$ cat src/rtl/multiplier_sync_if.sv
// Handshake/operand bundle for multiplier_sync.
// master: the block that launches runs and consumes results.
// slave:  the multiplier itself.
interface multiplier_sync_if #(
  parameter int WIDTH = 16
);
  logic               start;
  logic [WIDTH-1:0]   multiplicand;
  logic [WIDTH-1:0]   multiplier;
  logic [WIDTH-1:0]   addend;
  logic [2*WIDTH-1:0] product;
  logic               ready;
  logic               done;

  modport master (
    output start,
    output multiplicand,
    output multiplier,
    output addend,
    input  product,
    input  ready,
    input  done
  );

  modport slave (
    input  start,
    input  multiplicand,
    input  multiplier,
    input  addend,
    output product,
    output ready,
    output done
  );
endinterface

$ cat src/rtl/multiplier_sync.sv
// multiplier_sync: sequential shift-add multiply-accumulate.
//   product = multiplicand * multiplier + addend (addend zero-extended).
// Single clock (clk), synchronous active-high reset (rst).
// Optional feature macro: MULT_EARLY_TERM_EN
//   undefined -> every run takes WIDTH RUN cycles (data-independent timing,
//                safe for key-dependent operands).
//   defined   -> a run also ends once the remaining multiplier bits are zero.
// Product values are identical in both builds.
//
// state | meaning
// ------+------------------------------------------------------------
// IDLE  | ready=1, product holds the last result, waiting for a start edge
// RUN   | one shift-add step per clock, count tracks remaining steps
module multiplier_sync #(
  parameter int WIDTH = 16
) (
  input  logic              clk,
  input  logic              rst,
  multiplier_sync_if.slave  bus
);

  localparam int CW = $clog2(WIDTH + 1);

  typedef enum logic {
    IDLE = 1'b0,
    RUN  = 1'b1
  } state_t;

  state_t             state_q, state_d;
  logic               start_q, start_d;
  logic [2*WIDTH-1:0] mcand_q, mcand_d;
  logic [WIDTH-1:0]   mplr_q,  mplr_d;
  logic [2*WIDTH-1:0] acc_q,   acc_d;
  logic [CW-1:0]      count_q, count_d;
  logic [2*WIDTH-1:0] product_q, product_d;
  logic               ready_q, ready_d;
  logic               done_q,  done_d;

  logic               launch;
  logic [2*WIDTH-1:0] acc_sum;
  logic [WIDTH-1:0]   mplr_shift;
  logic               finish;

  // Rising-edge start detect; only honoured while idle so edges during a run are dropped.
  assign launch = bus.start & ~start_q & (state_q == IDLE);

  // Datapath step values used while running.
  assign acc_sum    = mplr_q[0] ? (acc_q + mcand_q) : acc_q;
  assign mplr_shift = mplr_q >> 1;

`ifdef MULT_EARLY_TERM_EN
  // Stop as soon as no set multiplier bits remain after this step's shift.
  assign finish = (count_q == CW'(1)) || (mplr_shift == '0);
`else
  assign finish = (count_q == CW'(1));
`endif

  // Next-state and datapath updates.
  always_comb begin
    state_d   = state_q;
    start_d   = bus.start;
    mcand_d   = mcand_q;
    mplr_d    = mplr_q;
    acc_d     = acc_q;
    count_d   = count_q;
    product_d = product_q;
    ready_d   = ready_q;
    done_d    = 1'b0;

    unique case (state_q)
      IDLE: begin
        if (launch) begin
          mcand_d = {{WIDTH{1'b0}}, bus.multiplicand};
          mplr_d  = bus.multiplier;
          acc_d   = {{WIDTH{1'b0}}, bus.addend};
          count_d = CW'(WIDTH);
          ready_d = 1'b0;
          state_d = RUN;
        end
      end
      RUN: begin
        acc_d   = acc_sum;
        mcand_d = mcand_q << 1;
        mplr_d  = mplr_shift;
        count_d = count_q - CW'(1);
        if (finish) begin
          // Result includes this edge's add; partial sums are never exposed.
          product_d = acc_sum;
          ready_d   = 1'b1;
          done_d    = 1'b1;
          state_d   = IDLE;
        end
      end
      default: begin
        state_d = IDLE;
        ready_d = 1'b1;
      end
    endcase
  end

  // State and datapath registers with synchronous reset; reset mid-run discards the run.
  always_ff @(posedge clk) begin
    if (rst) begin
      state_q   <= IDLE;
      start_q   <= 1'b0;
      mcand_q   <= '0;
      mplr_q    <= '0;
      acc_q     <= '0;
      count_q   <= '0;
      product_q <= '0;
      ready_q   <= 1'b1;
      done_q    <= 1'b0;
    end else begin
      state_q   <= state_d;
      start_q   <= start_d;
      mcand_q   <= mcand_d;
      mplr_q    <= mplr_d;
      acc_q     <= acc_d;
      count_q   <= count_d;
      product_q <= product_d;
      ready_q   <= ready_d;
      done_q    <= done_d;
    end
  end

  assign bus.product = product_q;
  assign bus.ready   = ready_q;
  assign bus.done    = done_q;

endmodule

$ cat src/flat_wrapper.sv
// flat-port wrapper written by rule: the top's interface ports become plain ports
module multiplier_sync_flat 
#(
  parameter int WIDTH = 16
)
  (clk, rst, bus_start, bus_multiplicand, bus_multiplier, bus_addend, bus_product, bus_ready, bus_done);
  multiplier_sync_if #(.WIDTH(WIDTH)) bus_i ();
  input  logic clk;
  input  logic rst;
  input wire logic [$bits(bus_i.start)-1:0] bus_start;
  input wire logic [$bits(bus_i.multiplicand)-1:0] bus_multiplicand;
  input wire logic [$bits(bus_i.multiplier)-1:0] bus_multiplier;
  input wire logic [$bits(bus_i.addend)-1:0] bus_addend;
  output wire logic [$bits(bus_i.product)-1:0] bus_product;
  output wire logic [$bits(bus_i.ready)-1:0] bus_ready;
  output wire logic [$bits(bus_i.done)-1:0] bus_done;
  assign bus_i.start = bus_start;
  assign bus_i.multiplicand = bus_multiplicand;
  assign bus_i.multiplier = bus_multiplier;
  assign bus_i.addend = bus_addend;
  assign bus_product = bus_i.product;
  assign bus_ready = bus_i.ready;
  assign bus_done = bus_i.done;
  multiplier_sync #(.WIDTH(WIDTH)) u_core (.clk(clk), .rst(rst), .bus(bus_i));
endmodule
$ cat config.mk
export PLATFORM = sky130hd
export DESIGN_NAME = multiplier_sync_flat
export DESIGN_NICKNAME = d
export VERILOG_FILES = /design/src/rtl/multiplier_sync_if.sv /design/src/rtl/multiplier_sync.sv /design/src/flat_wrapper.sv
export SDC_FILE = /design/constraint.sdc
export NUM_CORES = 1
export LEC_CHECK = 0
export CAP_MARGIN = 20
export CELL_PAD_IN_SITES_DETAIL_PLACEMENT = 1
export CELL_PAD_IN_SITES_GLOBAL_PLACEMENT = 1
export CORE_AREA = 4 4 134 136
export DETAILED_ROUTE_END_ITERATION = 10
export DIE_AREA = 0 0 138 140
export GPL_TIMING_DRIVEN = 0
export HOLD_SLACK_MARGIN = 0.15
export PLACE_DENSITY = 0.87
export SLEW_MARGIN = 20
export SYNTH_ARGS = -nofsm -noshare
export SYNTH_HDL_FRONTEND = slang
export SYNTH_SLANG_ARGS = --single-unit
$ cat constraint.sdc
create_clock -name clk -period 3.5 [get_ports clk]
set_clock_uncertainty 0.05 [all_clocks]
set_input_delay 0.7 -clock clk [delete_from_list [all_inputs] [get_ports clk]]
set_output_delay 0.7 -clock clk [all_outputs]
set_load 0.02 [all_outputs]
==> metrics.txt <==
Std-Cell Rows=48; RR Startpoint=u_core.mcand_q[0]$_SDFFE_PP0P_; hold_ws=approximately 410 ps; most frequent cells in the layout=142 x nor2_1, 135 x a21oi_1, 133 x nand2_1; Logic pwr share=15.8%; clock buffer depth=2; initial antenna violation count=0; synth warn=0; CTS tree=built; Hold Crit Start=u_core.bus.product[25]$_SDFFE_PP0P_; Worst-Margin Slew=approximately 930 ps; CTS H-Tree Depth=4; Nets=1080; crit path launch type=register; Post-synth ARST share=0%; Hold Vio Cnt, Final=0; number of port buffers=83; first-pass GRT wire length=about 40000 um; Post-synth EDFFs=0; fin util=between 50 and 60%; Final Cell Area=approximately 8500 um^2; Max VDD drop=between 0.0003 and 0.0004 V; vias in the first global route=7475; status=completed; R2R setup slack=approximately 160 ps; CTS sink count=roughly 120; worst skew pair latency=around 430 ps; min Tclk post-route=about 3300 ps; RSZ-0062 raised after global routing=false; post-route ant nets=0; Cell Int Power=about 2.7 mW; Max-slew headroom=between 30% and 40%; power share of the sequential group=38.5%; largest stage delay on the critical path=~460 ps; worst setup margin=roughly 160 ps; RD Place Congestion=slightly above 0.9; Syn Inst Count=893; DRT Pass-1 Iters=5; Post-Syn Nets=between 900 and 1000; critical path's most frequent cell=a211oi_2; sequential area share after synthesis=a little over a third; Tot GR Track Use=approximately a quarter; synthesized area=6804 um^2; worst-case reg-to-reg path depth=11; CP delay by family, top=compound AO/OA/AOI/OAI gates; Die Area=about 19000 um^2; DR iter-0 viols=470; HPWL Detailed=around 18000 um; post-synth cell types=just over 60; Setup Viol. Count Final=0; n_diodes=0; total grt overflow=0; Net Sw Frac=about 29%; via count=about 7000; Critical Path Fanout Max=4; # DRC=0; pre-CTS setup slack=155.0 ps; period utilization=between 90% and 100%; Critical Path Sink Type=register; worst min path class=register to register; r2r endpoint=u_core.bus.product[28]$_SDFFE_PP0P_; Placement Cell Area=7916 um^2; commonest non-fill, non-tap cell in the layout=nor2_1; Min-Delay Path Depth=2; die height=between 100 and 150 um; Post-synth top flop=dfxtp_1; clock power share=roughly 46%; Root Buffer=clkbuf_16; TritonCTS Buffers=17; placed cells=between 1000 and 1500; Syn-to-layout area delta=25.06%; non-filler instance count after layout=1233; critical path class=register to register; vias per cell=5.670; Die Wd=around 140 um; Synth Register Bits=121; Critical Path RT=between 3000 and 4000 ps; share of cells above drive strength 1=just under 6%; WL final=24670 um; Critical Path AT=~3600 ps; P_sw=roughly 1.1 mW; CORE AREA=approximately 17000 um^2; Initial Util=between 40% and 50%; average wire per standard cell=around 20 um; Buf/Inv on CP=0; CTS Hold Bufs=0; pins over their slew limit=0; Total Neg Setup Slack=0 ps; largest net degree at the start of global routing=17; syn_area_per_cell=approximately 7.6 um^2; clock slew at reported path FFs=60 ps; number of max-cap violations=0; fmax=299.4 MHz; Tot Pwr=between 3 and 4 mW; WHS Endpoint=u_core.bus.product[25]$_SDFFE_PP0P_; critical-path cell list=ha_1 > fa_1 > a211oi_2 > o21ai_1 > a31o_1 > a211oi_2 > o41ai_2 > a221oi_1 > xnor2_1 > nand2_1 > a211oi_1; CP max-delay cell=fa_1; leakage=3.241 nW; Pwr Density=around 460 nW/um^2; IO Count=85
## flip-flops by register name, summed over array words and instances (netlist names)
signal,cells
u_core.bus.product,32
u_core.state_q,1
u_core.acc_q,32
u_core.mcand_q,32
u_core.count_q,5
u_core.start_q,1
u_core.mplr_q,16
u_core.bus.ready,1
u_core.bus.done,1
## layout make-up
| class | instances | area, um^2 |
|---|---|---|
| plain buffers | 64 | 250.2 |
| clock buffers | 19 | 442.9 |
| clock inverters | 13 | 145.1 |
| fillers | 2121 | 8427 |
| inverters | 13 | 48.80 |
| multi-input cells | 695 | 4088 |
| flip-flops and latches | 121 | 2422 |
| well taps | 225 | 281.5 |
| repair buffers | 83 | 830.8 |
## power by group through the flow
stage	clock (mW)	combinational, mW	sequential [mW]
after floorplan	0	0.364	1.52
after global placement	0	0.574	1.52
after detailed placement	0	0.593	1.52
after CTS	1.78	0.605	1.49
after global routing	1.84	0.668	1.50
final	1.77	0.612	1.49
## cell usage after synthesis, types with 14 or more instances
master    number  area (um^2)
dfxtp_1      121         2422
o21ai_0       20        100.1
a211oi_1      44        330.3
nor2_1       142        533.0
a21oi_1      135        675.7
clkbuf_1      44        165.2
mux2i_1       21        210.2
a21o_1        14        105.1
nor3_1        14        70.07
xnor2_1       17        148.9
nand2_1      133        499.2
ha_1          33        412.9
## worst max path at each step
| stage | from | endpoint | depth (start not counted) |
|---|---|---|---|
| 3_3_place_gp | u_core.mcand_q[0]$_SDFFE_PP0P_ | u_core.bus.product[30]$_SDFFE_PP0P_ | 11 |
| 5_1_grt | u_core.acc_q[0]$_SDFFE_PP0P_ | u_core.bus.product[28]$_SDFFE_PP0P_ | 11 |
| 6_report | u_core.mcand_q[0]$_SDFFE_PP0P_ | u_core.bus.product[28]$_SDFFE_PP0P_ | 11 |
| 3_5_place_dp | u_core.mcand_q[0]$_SDFFE_PP0P_ | u_core.bus.product[26]$_SDFFE_PP0P_ | 11 |
| 4_1_cts | u_core.mcand_q[0]$_SDFFE_PP0P_ | u_core.bus.product[26]$_SDFFE_PP0P_ | 11 |
| 2_1_floorplan | u_core.acc_q[0]$_SDFFE_PP0P_ | u_core.bus.product[28]$_SDFFE_PP0P_ | 11 |
## per-layer routing
metal	track usage (%)	part of all wire, %	vias to the layer above
met5	0	0	-
met2	44.17	48	211
met3	4.336	4.6	46
met1	31.75	44	3410
met4	9.568	3.0	0
li1	-	-	3324
## worst register-to-register path: stages (launching register included)
cell	delay, ps
dfxtp_1	340
ha_1	250
fa_1	460
a211oi_2	310
o21ai_1	160
a31o_1	320
a211oi_2	300
o41ai_2	180
a221oi_1	380
xnor2_1	210
nand2_1	90
a211oi_1	210
## cell families after synthesis
kind of cell,synth area share [%]
buffers and inverters,4.395
AOI/OAI and AO/OA,24.88
adders and majority gates,6.363
DFF,35.60
and+or+nand+nor,21.50
xor gates and xnor gates,3.475
muxes,3.788
## repair_timing
item / 4_1_cts / 5_1_grt
endpoints found under the setup margin: 0 / 4
setup buffers: 0 / 0
resized for setup: 0 / 1
Power figures use the tool's default switching activity.
==> RTL change 1, RTL diff (same settings) <==
Reset style: asynchronous (`rst`), changed in one clocked block. Comments in the files are not updated.
--- a/src/rtl/multiplier_sync.sv
+++ b/src/rtl/multiplier_sync.sv
@@ -100,5 +100,5 @@
 
   // State and datapath registers with synchronous reset; reset mid-run discards the run.
-  always_ff @(posedge clk) begin
+  always_ff @(posedge clk or posedge rst) begin
     if (rst) begin
       state_q   <= IDLE;
Check against the original RTL: differs if rst is asserted again (counterexample within 4 cycles, from zero or initial values and one cycle with rst high); with rst held inactive, the same outputs for 10 cycles.
==> RTL change 1 against the unedited design <==
Sequential cell count is the same; via count shrank 13%; area after synthesis grew 0.42%; final area grew 2.0%; routed wire length shrank 13%; critical path depth shrank 1; worst setup slack gained 0.15 ns; critical endpoint is now u_core.acc_q[31].
Power is not compared: it rests on default switching activity, and its combinational part moved more than twofold at a synthesized area within 25%.
==> RTL change 1: results (changes against the unedited design) <==
OUTCOME='finished clean'
TOTALWIRELENGTH_UM=21600  # -13%
WORSTREGTOREGCELLS=10  # -1
PLACEMENT.IO_BUFFERS=84  # +1.2%
SYNTH_TOP_CELLS_BY_AREA='sky130_fd_sc_hd__dfrtp_1, sky130_fd_sc_hd__nand2_1, sky130_fd_sc_hd__mux2i_1, sky130_fd_sc_hd__ha_1, sky130_fd_sc_hd__o21ai_0'
ASYNC_FLOP_SHARE_PCT=100  # +100 points
SLEW_HEADROOM_PCT=35.1  # -2.6 points
ROUTED_VIA_DENSITY=5.61  # -1.0%
SHARE_OF_CELL_AREA_TAKEN_BY_MUXES_AFTER_SYNTHESIS_PCT=7.78  # +4.0 points
TRACK_USAGE_PCT=22.6  # -2.8 points
GP_ROUTABILITY_CONGESTION=0.868  # -6.0%
DETAILED_PLACE.AREA_UM2=8050  # +1.6%
TRITONCTS.NUM_BUFFERS=17  # unchanged
ADDER_CELL_SHARE_OF_THE_SYNTHESIZED_AREA_PCT=6.34  # -0.027 points
CRITICAL_PATH.REG2REG.ENDPOINT='u_core.acc_q[31]'
DETAILEDPLACEMENTHPWL_UM=15900  # -11%
XOR_AND_XNOR_FRACTION_OF_THE_MAPPED_NETLIST_AREA_PCT=3.85  # +0.37 points
CLK_LATENCY_NS=0.43  # about the same
SYNTH_CELL_TYPES=60  # -1.6%
CRITICAL-PATH-SLOWEST-CELL='sky130_fd_sc_hd__a211oi_1'
GRT_PASS1_WL_UM=35200  # -11%
CRITICAL_PATH.REG2REG.STARTPOINT='u_core.acc_q[1]'
SYN-NUM-NETS=820  # -16%
FINAL.FILL_COUNT=1944  # -8.3%
TIMING.HOLD.WORST.START='u_core.bus.product[13]'
WORST_SETUP_HOLD_PATH_CLK_SLEW_NS=0.06  # about the same
CRITICAL_PATH_PEAK_FANOUT=5  # +1
WORST_HOLD_END='u_core.bus.product[13]'
FF2FF_SETUP_SLACK_NS=0.31  # +0.15 ns
GRT_MAX_DEGREE=35  # +18
SYNTH_TOP_FLOP_CELL='sky130_fd_sc_hd__dfrtp_1'
DESIGN.FINAL.NETS=927  # -14%
SYNTH_SEQUENTIAL_AREA_RATIO_PCT=44.3  # +8.7 points
SYNTH_COMPOUND_AREA_SHARE_PCT=20.8  # -4.1 points
GRT_PASS1_VIAS=6533  # -13%
ANTENNA_FOUND_INITIAL=0  # unchanged
CTS.ROOT.BUFFER_CELL='sky130_fd_sc_hd__clkbuf_16'
==> RTL change 1: changes by cell type in the layout (fill, tap and decap cells not counted), moves of 32 or more <==
cell,before,now
sky130_fd_sc_hd__a211oi_1,43,10
sky130_fd_sc_hd__a21oi_1,135,49
sky130_fd_sc_hd__dfrtp_1,0,120
sky130_fd_sc_hd__dfxtp_1,121,0
sky130_fd_sc_hd__nor2_1,142,23
sky130_fd_sc_hd__o21ai_0,20,66
sky130_fd_sc_hd__o21ai_1,2,34
==> RTL change 1: per-layer routing <==
layer  vias up  GRT usage (%)  wire [um]
li1       2805              -          -
met5         -              0          0
met3        36           4.13        966
met2       164           38.4      10400
met4         0           8.16        516
met1      3057           29.1       9670
==> RTL change 1: cell families (layout without fill, tap and decap cells) <==
| kind of cell | Yosys count | in the layout |
|---|---|---|
| multiplexers | 53 | 53 |
| buffers and inverters | 59 | 179 |
| flip-flops | 121 | 121 |
| XOR/XNOR | 30 | 30 |
| AO/OA/AOI/OAI | 226 | 226 |
| adder cells (fa/ha/maj) | 34 | 34 |
| AND/OR/NAND/NOR | 212 | 212 |
==> RTL change 1: final cells by class <==
type / instances / area (um^2) / area share [%]
Buffer: 43 / 173 / 1.99
Clock buffer: 24 / 462 / 5.32
Clock inverter: 8 / 168 / 1.93
Inverter: 16 / 63.8 / 0.736
Multi-Input combinational cell: 555 / 3570 / 41.2
Sequential cell: 121 / 3030 / 34.9
Tap cell: 225 / 282 / 3.24
Timing Repair Buffer: 88 / 928 / 10.7
==> RTL change 1: how the worst max path moves through the flow <==
| stage | start | end | slack (ns) | depth (start not counted) |
|---|---|---|---|---|
| global placement | rst | u_core.mplr_q[3] | 0.08 | 2 |
| floorplan | u_core.acc_q[0] | u_core.bus.product[24] | 0.77 | 11 |
| detailed placement | u_core.mcand_q[0] | u_core.bus.product[22] | 0.42 | 11 |
| global route | u_core.mcand_q[1] | u_core.acc_q[31] | 0.12 | 10 |
| CTS | u_core.acc_q[1] | u_core.acc_q[31] | 0.33 | 10 |
| finish | u_core.acc_q[1] | u_core.acc_q[31] | 0.31 | 10 |
==> RTL change 1: critical path, delay by kind of cell, from the launching register on <==
family | cells | cell delay [ns]
mux | 1 | 0.13
flops | 1 | 0.44
xor+xnor | 1 | 0.34
compound gates | 6 | 1.61
simple gates | 1 | 0.10
fa+ha+maj | 1 | 0.34
==> RTL change 1: metrics by stage <==
step	setup slack, ns	std cells	power (mW)	hold slack, ns
3_3_place_gp	0.0817	1044	6.18	0.397
3_5_place_dp	0.424	1048	6.43	0.409
5_1_grt	0.122	1080	8.98	0.453
6_report	0.315	1080	8.46	0.419
2_1_floorplan	0.768	735	5.05	0.399
4_1_cts	0.333	1080	8.44	0.423
==> RTL change 2, RTL diff (config.mk and constraints unchanged) <==
Without the edit above. `WIDTH` is set to 16 in 3 places; all go to 8.
--- a/src/rtl/multiplier_sync_if.sv
+++ b/src/rtl/multiplier_sync_if.sv
@@ -3,5 +3,5 @@
 // slave:  the multiplier itself.
 interface multiplier_sync_if #(
-  parameter int WIDTH = 16
+  parameter int WIDTH = 8
 );
   logic               start;
--- a/src/rtl/multiplier_sync.sv
+++ b/src/rtl/multiplier_sync.sv
@@ -13,5 +13,5 @@
 // RUN   | one shift-add step per clock, count tracks remaining steps
 module multiplier_sync #(
-  parameter int WIDTH = 16
+  parameter int WIDTH = 8
 ) (
   input  logic              clk,
--- a/src/flat_wrapper.sv
+++ b/src/flat_wrapper.sv
@@ -2,5 +2,5 @@
 module multiplier_sync_flat 
 #(
-  parameter int WIDTH = 16
+  parameter int WIDTH = 8
 )
   (clk, rst, bus_start, bus_multiplicand, bus_multiplier, bus_addend, bus_product, bus_ready, bus_done);
Interface: changed (resized bus_addend, bus_multiplicand, bus_multiplier and bus_product); port bits go from 85 to 45. No check against the original RTL was run, so the function may have changed too.
==> RTL change 2 against the unedited design <==
Power shrank 50%; die area is the same; worst setup slack gained 0.66 ns; final area shrank 47%; cell count shrank 41%; non-clock buffer count shrank 71; routed wire length shrank 52%; clock power shrank 53%; sequential share of layout area grew 0.097 points; critical path depth shrank 3; area after synthesis shrank 49%; sequential cell count shrank 57; global-route usage shrank 13 points; critical path type unchanged; largest cell class unchanged; highest routed layer unchanged.
==> RTL change 2: results (changes against the unedited design) <==
SYNTH_TOP_CELLS_BY_AREA='sky130_fd_sc_hd__dfxtp_1, sky130_fd_sc_hd__a21oi_1, sky130_fd_sc_hd__nor2_1, sky130_fd_sc_hd__nand2_1, sky130_fd_sc_hd__ha_1'
MET2_USAGE_PCT=20.8  # -23 points
GRT_PASS1_WL_UM=19300  # -51%
GP_ROUTABILITY_CONGESTION=0.825  # -11%
CRITICAL_PATH_PEAK_FANOUT=5  # +1
SYN_AVG_CELL_AREA_UM2=7.90  # +3.6%
GRT_PASS1_VIAS=3622  # -52%
CRIT_ARRIVAL_NS=2.90  # -0.73 ns
FINAL.FILL_COUNT=2050  # -3.3%
GR-USAGE-MET3_PCT=2.46  # -1.9 points
INITIAL_UTILIZATION_PCT=20.6  # -20 points
DETAILEDPLACEMENTHPWL_UM=8410  # -53%
TRITONCTS.NUM_BUFFERS=9  # -8
OUTCOME='finished clean'
ROUTED_WIRE_LENGTH_PER_INSTANCE_UM=16.4  # -18%
CLK_LATENCY_NS=0.34  # -0.09 ns
DRT-PASS1-ITER-COUNT=4  # -1
MET1_WIRE_LENGTH_UM=5470  # -50%
OVERALL_VIA_COUNT_FROM_DETAIL_ROUTE=3487  # -50%
SYNTH.CELLS.MOST_FREQUENT='sky130_fd_sc_hd__dfxtp_1, sky130_fd_sc_hd__nor2_1, sky130_fd_sc_hd__a21oi_1'
CRITICAL-PATH-MAX-STAGE-DELAY_NS=0.42  # -0.04 ns
CRITICAL_PATH.REG2REG.ENDPOINT='u_core.bus.product[10]'
DETAILED_PLACE.AREA_UM2=4210  # -47%
PLACEMENT.IO_BUFFERS=44  # -47%
SYNTH_CELL_TYPES=47  # -23%
GRT_MAX_DEGREE=13  # -4
SLEW_HEADROOM_PCT=51.4  # +14 points
MET1_USAGE_PCT=15.4  # -16 points
TIMING.HOLD.WORST.START='u_core.bus.product[2]'
INITIALDRTVIOLATIONCOUNT=184  # -61%
PLACED_CELLS_INCL_TAPS=711  # -41%
SYNTH_SEQUENTIAL_AREA_RATIO_PCT=36.7  # +1.1 points
CTSHTREEMAXLEVEL=3  # -1
TRACK_USAGE_PCT=12.4  # -13 points
FINAL_UTIL_PCT=26.5  # -24 points
CELL_COUNT_FINAL_FILLERS_OUT=727  # -41%
DRIVE_ABOVE_1_SHARE_PCT=5.58  # -0.37 points
VDD.IR_DROP.WORST_mV=0.171  # -53%
RTL change 2: cell types whose count changed in the layout (fill, tap and decap cells not counted), sizes merged, moves of 33 or more:
cell	delta
clkdlybuf4s50	-39
nor2	-79
nand2	-76
dfxtp	-57
clkbuf	-33
a21oi	-77
RTL change 2: report_power, final:
| part | internal (mW) | switching (mW) | leakage, nW | total [mW] |
|---|---|---|---|---|
| clock network | 0.478 | 0.354 | 0.135 | 0.832 |
| registers | 0.765 | 0.0292 | 0.522 | 0.795 |
| logic | 0.130 | 0.189 | 0.894 | 0.320 |
RTL change 2: cell type report:
type,count,area share [%]
plain buffers,32,2.79
clock buffers,9,5.02
clock inverters,7,1.09
inverters,8,0.669
multi-input cells,338,45.8
flip-flops and latches,64,28.6
well taps,225,6.28
repair buffers,44,9.82
